[config.mk]
export PLATFORM = sky130hd
export DESIGN_NAME = dpram_ctrl
export DESIGN_NICKNAME = d
export VERILOG_FILES = /design/src/rtl/dpram_ctrl.sv
export SDC_FILE = /design/constraint.sdc
export NUM_CORES = 1
export LEC_CHECK = 0
export BUFFER_PORTS_ARGS = -buffer_cell sky130_fd_sc_hd__buf_2
export CELL_PAD_IN_SITES_DETAIL_PLACEMENT = 0
export CELL_PAD_IN_SITES_GLOBAL_PLACEMENT = 1
export CORE_ASPECT_RATIO = 0.7
export CORE_MARGIN = 4
export CORE_UTILIZATION = 40
export CTS_BUF_LIST = sky130_fd_sc_hd__clkbuf_4
export DETAILED_ROUTE_END_ITERATION = 10
export GPL_TIMING_DRIVEN = 0
export PLACE_DENSITY = 0.95
export SYNTH_ARGS = -nofsm -noshare
export SYNTH_HDL_FRONTEND = slang
export SYNTH_SLANG_ARGS = --single-unit
[constraint.sdc]
create_clock -name clk -period 2.48 [get_ports clk]
set_input_delay 0.248 -clock clk [delete_from_list [all_inputs] [get_ports clk]]
set_output_delay 0.248 -clock clk [all_outputs]
set_load 0.005 [all_outputs]
[src/rtl/dpram_ctrl.sv]
// Command/response controller in front of a 16-word registered-read dual-port RAM.
// Fills the RAM with INIT_VAL after reset, then serves single-beat writes and reads.
module dpram_ctrl #(
    parameter logic [7:0] INIT_VAL = 8'h00
) (
    input  logic        clk,
    input  logic        rst,
    input  logic        cmd_valid,
    output logic        cmd_ready,
    input  logic        cmd_we,
    input  logic [3:0]  cmd_addr,
    input  logic [7:0]  cmd_wdata,
    output logic        rsp_valid,
    input  logic        rsp_ready,
    output logic [7:0]  rsp_data,
    output logic [3:0]  rsp_addr,
    output logic        mem_enb,
    output logic        mem_wr,
    output logic        mem_rd,
    output logic [15:0] mem_w_addr,
    output logic [15:0] mem_r_addr,
    output logic [7:0]  mem_w_data,
    input  logic [7:0]  mem_r_data,
    output logic        init_done,
    output logic [15:0] wr_cnt,
    output logic [15:0] rd_cnt
);

    typedef enum logic [1:0] {
        INIT,
        RUN,
        RD_WAIT
    } state_t;

    state_t     state;
    state_t     state_nxt;
    logic [3:0] init_ptr;
    logic [3:0] w_addr;
    logic [3:0] r_addr;
    logic       init_last;
    logic       wr_acc;
    logic       rd_acc;
    logic       rsp_hs;
    logic       cap_pend;

    assign init_last  = (init_ptr == 4'hF);
    assign mem_w_addr = {12'h000, w_addr};
    assign mem_r_addr = {12'h000, r_addr};

    always_ff @(posedge clk or negedge rst) begin
        if (!rst) state <= INIT;
        else      state <= state_nxt;
    end

    always_comb begin
        state_nxt = state;
        cmd_ready = 1'b0;
        wr_acc    = 1'b0;
        rd_acc    = 1'b0;
        rsp_hs    = 1'b0;
        case (state)
            INIT: begin
                if (init_last) state_nxt = RUN;
            end
            RUN: begin
                cmd_ready = 1'b1;
                wr_acc    = cmd_valid & cmd_we;
                rd_acc    = cmd_valid & ~cmd_we;
                if (rd_acc) state_nxt = RD_WAIT;
            end
            RD_WAIT: begin
                rsp_hs = rsp_valid & rsp_ready;
                if (rsp_hs) state_nxt = RUN;
            end
            default: state_nxt = INIT;
        endcase
    end

    always_ff @(posedge clk or negedge rst) begin
        if (!rst) begin
            init_ptr   <= '0;
            init_done  <= 1'b0;
            mem_enb    <= 1'b0;
            mem_wr     <= 1'b0;
            mem_rd     <= 1'b0;
            w_addr     <= '0;
            r_addr     <= '0;
            mem_w_data <= '0;
            cap_pend   <= 1'b0;
            rsp_valid  <= 1'b0;
            rsp_data   <= '0;
            rsp_addr   <= '0;
            wr_cnt     <= '0;
            rd_cnt     <= '0;
        end else begin
            mem_enb  <= 1'b0;
            mem_wr   <= 1'b0;
            mem_rd   <= 1'b0;
            // mem_rd was high last cycle, so the RAM has just registered the read word
            cap_pend <= mem_rd;

            if (state == INIT) begin
                mem_enb    <= 1'b1;
                mem_wr     <= 1'b1;
                w_addr     <= init_ptr;
                mem_w_data <= INIT_VAL;
                init_ptr   <= init_ptr + 4'd1;
                if (init_last) init_done <= 1'b1;
            end

            if (wr_acc) begin
                mem_enb    <= 1'b1;
                mem_wr     <= 1'b1;
                w_addr     <= cmd_addr;
                mem_w_data <= cmd_wdata;
                wr_cnt     <= wr_cnt + 16'd1;
            end

            if (rd_acc) begin
                mem_enb  <= 1'b1;
                mem_rd   <= 1'b1;
                r_addr   <= cmd_addr;
                rsp_addr <= cmd_addr;
                rd_cnt   <= rd_cnt + 16'd1;
            end

            if (cap_pend) begin
                rsp_data  <= mem_r_data;
                rsp_valid <= 1'b1;
            end else if (rsp_hs) begin
                rsp_valid <= 1'b0;
            end
        end
    end

endmodule
# Yosys cells after proc, flatten, opt, wreduce, memory -nomap -nowiden
# Index checks and enable logic that the tools add are counted.
# W data, S select, Z words.
[word_totals]
ff_bits = 68
output_inout_bits = 90
word_cells = 50
[op_classes]
n_addsub = 3
n_eq_ne = 6
muxes = 18
bitwise_logic = 4
n_reduce_logical = 5
[ops]
columns = ["operator", "count"]
rows = [
  ["$add A16 B1 Y16 const B", 2],
  ["$mux W8", 2],
  ["$mux W1", 10],
  ["$mux W4", 2],
  ["$mux W2", 3],
  ["$ne A2 B2 Y1 const B", 3],
  ["$pmux W2 S3", 1],
  ["$add A4 B1 Y4 const B", 1],
  ["$eq A4 B4 Y1 const B", 1],
  ["$reduce_bool A2 Y1", 2],
  ["$and A1 B1 Y1", 3],
  ["$reduce_and A3 Y1", 1],
  ["$eq A2 B1 Y1 const B", 1],
  ["$eq A2 B2 Y1 const B", 1],
  ["$logic_not A2 Y1", 1],
  ["$reduce_and A2 Y1", 1],
  ["$not A1 Y1", 1],
]

# Longest topological paths before layout
# Gate-level depths: netlist (run 1).
[logic_depth]
word_depth = 4
ltp_mapped = 6
depth_no_buf = 5

# Least setup slack after synthesis (run 1)
# OpenSTA, ideal clock, no wires.
[synth_timing]
path_kind = "register -> register"
from = "register state[1]"
to = "register rd_cnt[12]"
arrival_ns = 1.524
t_required_ns = 2.401
path_slack_ns = 0.876
stages_incl_launch_ff = 6
n_path_buf = 1
cell_sequence = "dfrtp_1 > buf_6 > nand4bb_1 > or4_4 > nor3_2 > xor2_1"
[synth_between]
elab_chain_cells = 2
[synth_rtl]
columns = ["item", "line", "source"]
rows = [
  ["from (decl)", "35", "state_t state;"],
  ["from (signal assigned)", "52", "else state <= state_nxt;"],
  ["$eq A2 B1 Y1", "61", "case (state)"],
  ["$mux W1", "61", ""],
  ["to (signal assigned)", "124", "rd_cnt <= rd_cnt + 16'd1;"],
  ["to (decl)", "26", "output logic [15:0] rd_cnt"],
]
# Every way passes these cells.
# A chain may end at the register's enable or synchronous reset.

# Worst setup path in the final report (run 1)
[layout_timing]
from = "register state[1]"
to = "register w_addr[1]"
[layout_between]
elab_chain_cells = 3
elab_cells_between_ends = 5
classes_between = "eq/ne (1); mux (2); reduce/logical (2)"
[layout_rtl]
columns = ["item", "line", "source"]
rows = [
  ["$eq A2 B1 Y1", "61", ""],
  ["$mux W1", "61", ""],
  ["$mux W4 / $reduce_bool A2 Y1 (equally long branches)", "-", ""],
  ["to (signal assigned)", "105", "w_addr <= init_ptr;"],
  ["to (signal assigned)", "114", "w_addr <= cmd_addr;"],
  ["to (decl)", "38", "logic [3:0] w_addr;"],
]
# Several ways; a longest one is shown, not always the timed one.

==> results of run 1 <==
## sequential cells by signal, summed over array words and instances (netlist names)
name	flops
rd_cnt	16
wr_cnt	16
mem_w_data	8
rsp_data	8
init_ptr	4
r_addr	4
w_addr	4
state	2
cap_pend	1
init_done	1
mem_enb	1
mem_rd	1
mem_wr	1
rsp_valid	1
## routing by layer
metal | global-route usage | share of wire
met1 | 0.208 | 0.45
met2 | 0.258 | 0.47
met3 | 0.0618 | 0.072
met4 | 0.0372 | 0.0051
met5 | 0 | 0
## cells in the final DEF (no fill, tap or decap), drive strengths merged, types with 2 or more instances in the layout
cell and count:
nand4 12, buf 122, nor4 3, dfrtp 68, mux2 8, clkinv 4, nor2 9, a22oi 4
nor3 4, nand3 18, dlygate4sd3 2, xnor2 23, inv 7, ha 3, xor2 10, nand2 63
clkbuf 12, and3 3, conb 24, or2 2
## worst min-delay path: cells and delay by family
kind / cells / cell delay (ns)
simple gates: 2 / 0.09
buf+inv: 1 / 0.07
## final timing paths
check                                startpoint  cells after the start                        end  slack [ns]
max                        state[1]$_DFFE_PN0P_                      6      w_addr[1]$_DFFE_PN0P_        0.67
min                                cmd_wdata[5]                      3  mem_w_data[5]$_DFFE_PN0P_        0.04
max reg2reg                state[1]$_DFFE_PN0P_                      6      w_addr[1]$_DFFE_PN0P_        0.67
min reg2reg                    mem_rd$_DFF_PN0_                      0         cap_pend$_DFF_PN0_        0.37
max in group asynchronous                   rst                      2          mem_enb$_DFF_PN0_        1.42
min in group asynchronous                   rst                      2     wr_cnt[14]$_DFFE_PN0N_        0.49
## cells by family (layout without fill, tap and decap cells)
group,count (synthesis),in the layout
simple gates,121,121
flops,68,68
buf+inv,41,149
xor+xnor,33,33
compound gates,10,10
mux,8,8
fa+ha+maj,3,3
other cells,1,24
## metrics by stage
step / utilization / total power (uW) / instances / setup WS (ns) / cell area [sq um]
3_5_place_dp: 0.505 / 2560 / 496 / 0.684 / 3720
5_1_grt: 0.527 / 3520 / 514 / 0.523 / 3880
4_1_cts: 0.526 / 3300 / 513 / 0.621 / 3870
6_report: 0.527 / 3240 / 514 / 0.669 / 3880
2_1_floorplan: - / 2120 / 308 / 0.876 / 3140
3_3_place_gp: 0.505 / 2510 / 496 / 0.708 / 3710
## final cells by class
type                    instances  share of cell area
clock buffers                   9              0.0174
inverters                       6             0.00581
well taps                      98              0.0316
repair buffers                 92               0.122
flip-flops and latches         68               0.439
plain buffers                  35              0.0636
clock inverters                 7              0.0190
multi-input cells             199               0.302
## where the power goes
part           internal, uW  switching, uW  leakage [uW]  total [uW]
Sequential             1370            196      0.000881        1560
Clock                   312            411     0.0000767         723
Combinational           489            469       0.00114         958
## timing repair
action / CTS / global route
setup buffers: 0 / 0
hold buffers: 1 / 1
hold endpoints to repair: 68 / 1
endpoints found under the setup margin: 0 / 0
==> impl_metrics.py, run 1 <==
metrics = {
    "sta": {
        "clock_skew_ns": 0.0127,
        "tightest_slew_ns": 0.847,
        "hold_viol": 0,
        "final.setup.tns_ns": 0,
        "rsz0062_at_grt": "no",
        "slew_violations": 0,
        "fin_crit_ns": 1.81,
        "max_freq_mhz": 552,
        "fin_hold_ws_ns": 0.0359,
        "setup_violations": 0,
        "finalCritPeriodShare": 0.730,
        "relSlewSlack": 0.435,
    },
    "final_layout": {
        "syn_to_final_growth_pct": 27.0,
        "n_antenna_cell": 0,
        "seq_area_sq_um": 1700,
        "multi_input_area_sq_um": 1170,
        "n_fill_cell": 743,
        "drive_above_1_share": 0.365,
        "nets": 439,
    },
    "place": {
        "dp_hpwl_um": 5140,
        "numPortBuffers": 90,
        "place.gp.congestion": 0.818,
    },
    "pwr": {
        "power.density_nw_per_um2": 836,
        "vdd_drop_max_v": 0.000393,
        "leakage_uw": 0.00210,
    },
    "logic_synthesis": {
        "synth.area.top_cells": "dfrtp_1 56%, nand2_1 7.7%, buf_4 6.9%",
        "synthTopCellsByCount": "68 x dfrtp_1, 63 x nand2_1, 28 x buf_4",
        "synth-edff-count": 0,
        "synth_top_family_by_area": "simple AND/OR/NAND/NOR gates",
        "yosys-mux-area-fraction": 0.0295,
        "seq_area_frac_synth": 0.557,
        "ys.flop_type": "dfrtp_1",
        "yosysTopAreaCellShare": 0.557,
        "yosys.area_share.adder": 0.0123,
        "synth_warnings": 0,
        "synthXorXnorAreaFrac": 0.0946,
        "synth_compound_area_frac": 0.0238,
        "synth_seq_cells": 68,
        "synth_area_leader_cell": "dfrtp_1",
        "synth_area_sq_um": 3050,
        "synthArstFlopShare": 1.00,
        "yosys.cell_types.count": 37,
        "yosysMostFrequentCell": "dfrtp_1",
        "synth-simple-area-share": 0.193,
        "synth_area_per_cell_sq_um": 10.7,
        "syn_inst": 285,
    },
    "detailed_routing": {
        "drc": 0,
        "drtPass1Iterations": 4,
        "wl_per_cell_um": 13.3,
        "drtIter0Drc": 70,
        "finalWirelength_um": 6820,
        "vias_per_cell": 4.57,
        "detail-route-antenna-nets": 0,
        "vias": 2350,
    },
    "floorplan": {
        "pin_count": 115,
        "core.rowCount": 26,
        "die_h_um": 81.1,
        "fp.dieW_um": 112,
        "core_area_sq_um": 7350,
        "die_area_sq_um": 9120,
        "initial_core_util": 0.415,
    },
    "clock_network": {
        "cts.clk_slew.worst_paths_ns": 0.12,
        "clk_latency_ns": 0.40,
        "htree_levels": 3,
        "cts_made_buffers": 9,
        "post_cts_resized": 0,
        "cts_root_buf": "clkbuf_4",
        "tritoncts": "yes",
        "clock_path_buffers": 2,
        "clock-sinks": 68,
    },
    "global_route": {
        "overflow": 0,
        "track_usage": 0.160,
        "grt_pass1_vias": 2313,
        "grt_max_degree": 69,
        "antenna_found_initial": 0,
        "grt_pass1_wl_um": 11500,
    },
    "critical_path": {
        "start_kind": "flop",
        "required_ns": 2.82,
        "crit_buf_inv": 3,
        "cp_max_fo": 10,
        "slowest_stage": "buf_1",
        "critPathMaxStageDelay_ns": 0.41,
        "crit_type": "flop to flop",
        "cp_top_family": "buffers and inverters",
        "endpoint_kind": "flop",
        "crit_arrival_ns": 2.15,
        "crit_chain": "buf_6 > and4b_1 > buf_2 > buf_1 > a22oi_1 > nand2_1",
    },
    "min_path": {
        "hp-class": "input pin to flop",
    },
    "run_status": {
        "status": "completed",
    },
    "job": {
        "maxCapViolations": 0,
    },
}
(Power assumes the default switching activity.)
==> run 2, diff against run 1 <==
--- a/config.mk
+++ b/config.mk
@@ -10,11 +10,11 @@
 export CELL_PAD_IN_SITES_GLOBAL_PLACEMENT = 1
 export CORE_ASPECT_RATIO = 0.7
 export CORE_MARGIN = 4
-export CORE_UTILIZATION = 40
+export CORE_UTILIZATION = 38
 export CTS_BUF_LIST = sky130_fd_sc_hd__clkbuf_4
 export DETAILED_ROUTE_END_ITERATION = 10
 export GPL_TIMING_DRIVEN = 0
-export PLACE_DENSITY = 0.95
+export PLACE_DENSITY = 0.92
 export SYNTH_ARGS = -nofsm -noshare
 export SYNTH_HDL_FRONTEND = slang
 export SYNTH_SLANG_ARGS = --single-unit
==> constraint.sdc (replaced) <==
create_clock -name clk -period 1.9 [get_ports clk]
set_input_delay 0.19 -clock clk [delete_from_list [all_inputs] [get_ports clk]]
set_output_delay 0.19 -clock clk [all_outputs]
set_load 0.005 [all_outputs]
==> run 2 against run 1 <==
Net effect:
- non-clock buffer count is 18 higher
- final area rose by 4.1%
- critical endpoint is now rd_cnt[12]$_DFFE_PN0P_
- via count rose by 3.1%
- sequential cell count unchanged
- cell count grew 4.1%
==> impl_metrics.py, run 2 (synthesis gave the netlist of run 1 again) <==
metrics = {
    "run_status": {
        "status": "completed",
    },
    "sta": {
        "rsz0062_at_grt": "no",
        "tightest_slew_ns": 0.852,
        "clock_skew_ns": 0.00939,
        "relSlewSlack": 0.432,
        "slew_violations": 0,
        "setup_violations": 0,
        "hold_viol": 0,
        "max_freq_mhz": 549,
        "finalCritPeriodShare": 0.959,
        "fin_crit_ns": 1.82,
        "final.setup.tns_ns": 0,
    },
    "clock_network": {
        "tritoncts": "yes",
        "cts_root_buf": "clkbuf_4",
        "clk_latency_ns": 0.40,
        "cts_made_buffers": 9,
        "clock_path_buffers": 2,
        "cts.clk_slew.worst_paths_ns": 0.10,
        "clock-sinks": 68,
        "htree_levels": 3,
    },
    "critical_path": {
        "endpoint_kind": "flop",
        "slowest_stage": "or4_4",
        "cp_max_fo": 10,
        "critical_path_cell_count": 5,
        "crit_chain": "buf_6 > nand4bb_1 > or4_4 > nor3_2 > xor2_1",
        "crit_arrival_ns": 2.15,
        "cp_top_family": "simple AND/OR/NAND/NOR gates",
        "crit_buf_inv": 1,
        "ff2ff_path_depth": 5,
        "required_ns": 2.23,
        "critPathMaxStageDelay_ns": 0.61,
        "crit_type": "flop to flop",
        "start_kind": "flop",
    },
    "pwr": {
        "p_switching_uw": 1350,
        "p_sw_frac": 0.330,
        "leakage_uw": 0.00217,
        "power_frac_seq": 0.501,
        "vdd_drop_max_v": 0.000561,
        "power.density_nw_per_um2": 1020,
        "clockPowerShare": 0.190,
        "power_frac_comb": 0.309,
        "cellInternalPower_uw": 2750,
    },
    "floorplan": {
        "core_area_sq_um": 7840,
        "pin_count": 115,
        "die_h_um": 83.0,
        "fp.dieW_um": 115,
        "initial_core_util": 0.390,
        "core.rowCount": 27,
        "die_area_sq_um": 9560,
    },
    "final_layout": {
        "multi_input_area_sq_um": 1170,
        "n_fill_cell": 731,
        "drive_above_1_share": 0.343,
        "seq_area_sq_um": 1700,
        "final_common_cell": "buf_2",
        "most-common-layout-cells": "90 x buf_2, 68 x dfrtp_1, 63 x nand2_1",
        "nets": 457,
        "final_util": 0.515,
        "syn_to_final_growth_pct": 32.1,
        "reg.largest.list": "rd_cnt: 16 flops, wr_cnt: 16 flops",
        "n_antenna_cell": 0,
    },
    "detailed_routing": {
        "drc": 0,
        "finalWirelength_um": 7000,
        "vias": 2422,
        "drtIter0Drc": 142,
        "detail-route-antenna-nets": 0,
        "vias_per_cell": 4.53,
        "wl_per_cell_um": 13.1,
        "drtPass1Iterations": 4,
    },
    "global_route": {
        "grt_pass1_wl_um": 11800,
        "antenna_found_initial": 0,
        "grt_pass1_vias": 2431,
        "overflow": 0,
        "track_usage": 0.156,
        "grt_max_degree": 69,
    },
    "place": {
        "dp_hpwl_um": 4940,
        "numPortBuffers": 90,
        "place.gp.congestion": 0.775,
    },
    "min_path": {
        "min_delay_path_depth": 3,
        "hp-class": "input pin to flop",
    },
    "job": {
        "maxCapViolations": 0,
    },
}
## run 2: worst min-delay path, delay by kind of cell
kind            cells  cell delay (ns)
buf+inv             2             0.18
compound gates      1             0.06
## run 2: path summary, 6_finish.rpt
kind	from	to	slack, ns
min reg2reg	mem_rd$_DFF_PN0_	cap_pend$_DFF_PN0_	0.39
max reg2reg	state[1]$_DFFE_PN0P_	rd_cnt[12]$_DFFE_PN0P_	0.08
min	cmd_valid	mem_enb$_DFF_PN0_	0.06
min in group asynchronous	rst	wr_cnt[11]$_DFFE_PN0N_	0.44
max in group asynchronous	rst	state[1]$_DFFE_PN0P_	0.91
max	state[1]$_DFFE_PN0P_	rd_cnt[12]$_DFFE_PN0P_	0.08
## run 2: layout make-up
cell class              count  area share
flip-flops and latches     68       0.422
multi-input cells         199       0.290
repair buffers            111       0.164
plain buffers              34      0.0608
well taps                 101      0.0313
clock buffers              12      0.0223
inverters                   6     0.00558
clock inverters             4     0.00403
## run 2: metrics by stage
| step | cells | hold slack, ns | setup WS, ns | total power (uW) | cell area, sq um |
|---|---|---|---|---|---|
| after CTS | 536 | 0.0182 | 0.0268 | 4160 | 4040 |
| after floorplan | 308 | -0.106 | 0.296 | 2770 | 3140 |
| after global placement | 499 | 0.356 | 0.0829 | 3280 | 3720 |
| final | 535 | 0.0647 | 0.0775 | 4100 | 4040 |
| after detailed placement | 499 | 0.364 | 0.0578 | 3330 | 3720 |
| after global routing | 535 | 0.0161 | 0.0121 | 4460 | 4040 |
## run 2: what timing repair did
action                                 4_1_cts  5_1_grt
buffers inserted                             0        0
setup endpoints to repair                    0        6
hold buffers                                21        0
gates resized for setup                      0        2
endpoints found under the hold margin       91        0
## run 2: power groups by stage
| stage | clock network, uW | registers [uW] | logic (uW) |
|---|---|---|---|
| after floorplan | 0 | 2060 | 710 |
| after global placement | 0 | 2070 | 1220 |
| after detailed placement | 0 | 2080 | 1250 |
| after CTS | 819 | 2060 | 1290 |
| after global routing | 895 | 2110 | 1450 |
| final | 777 | 2050 | 1270 |
## run 2: per-layer routing
layer / share of wire / global-route usage
met5: 0 / 0
met4: 0.013 / 0.0490
met3: 0.061 / 0.0605
met2: 0.47 / 0.238
met1: 0.46 / 0.204
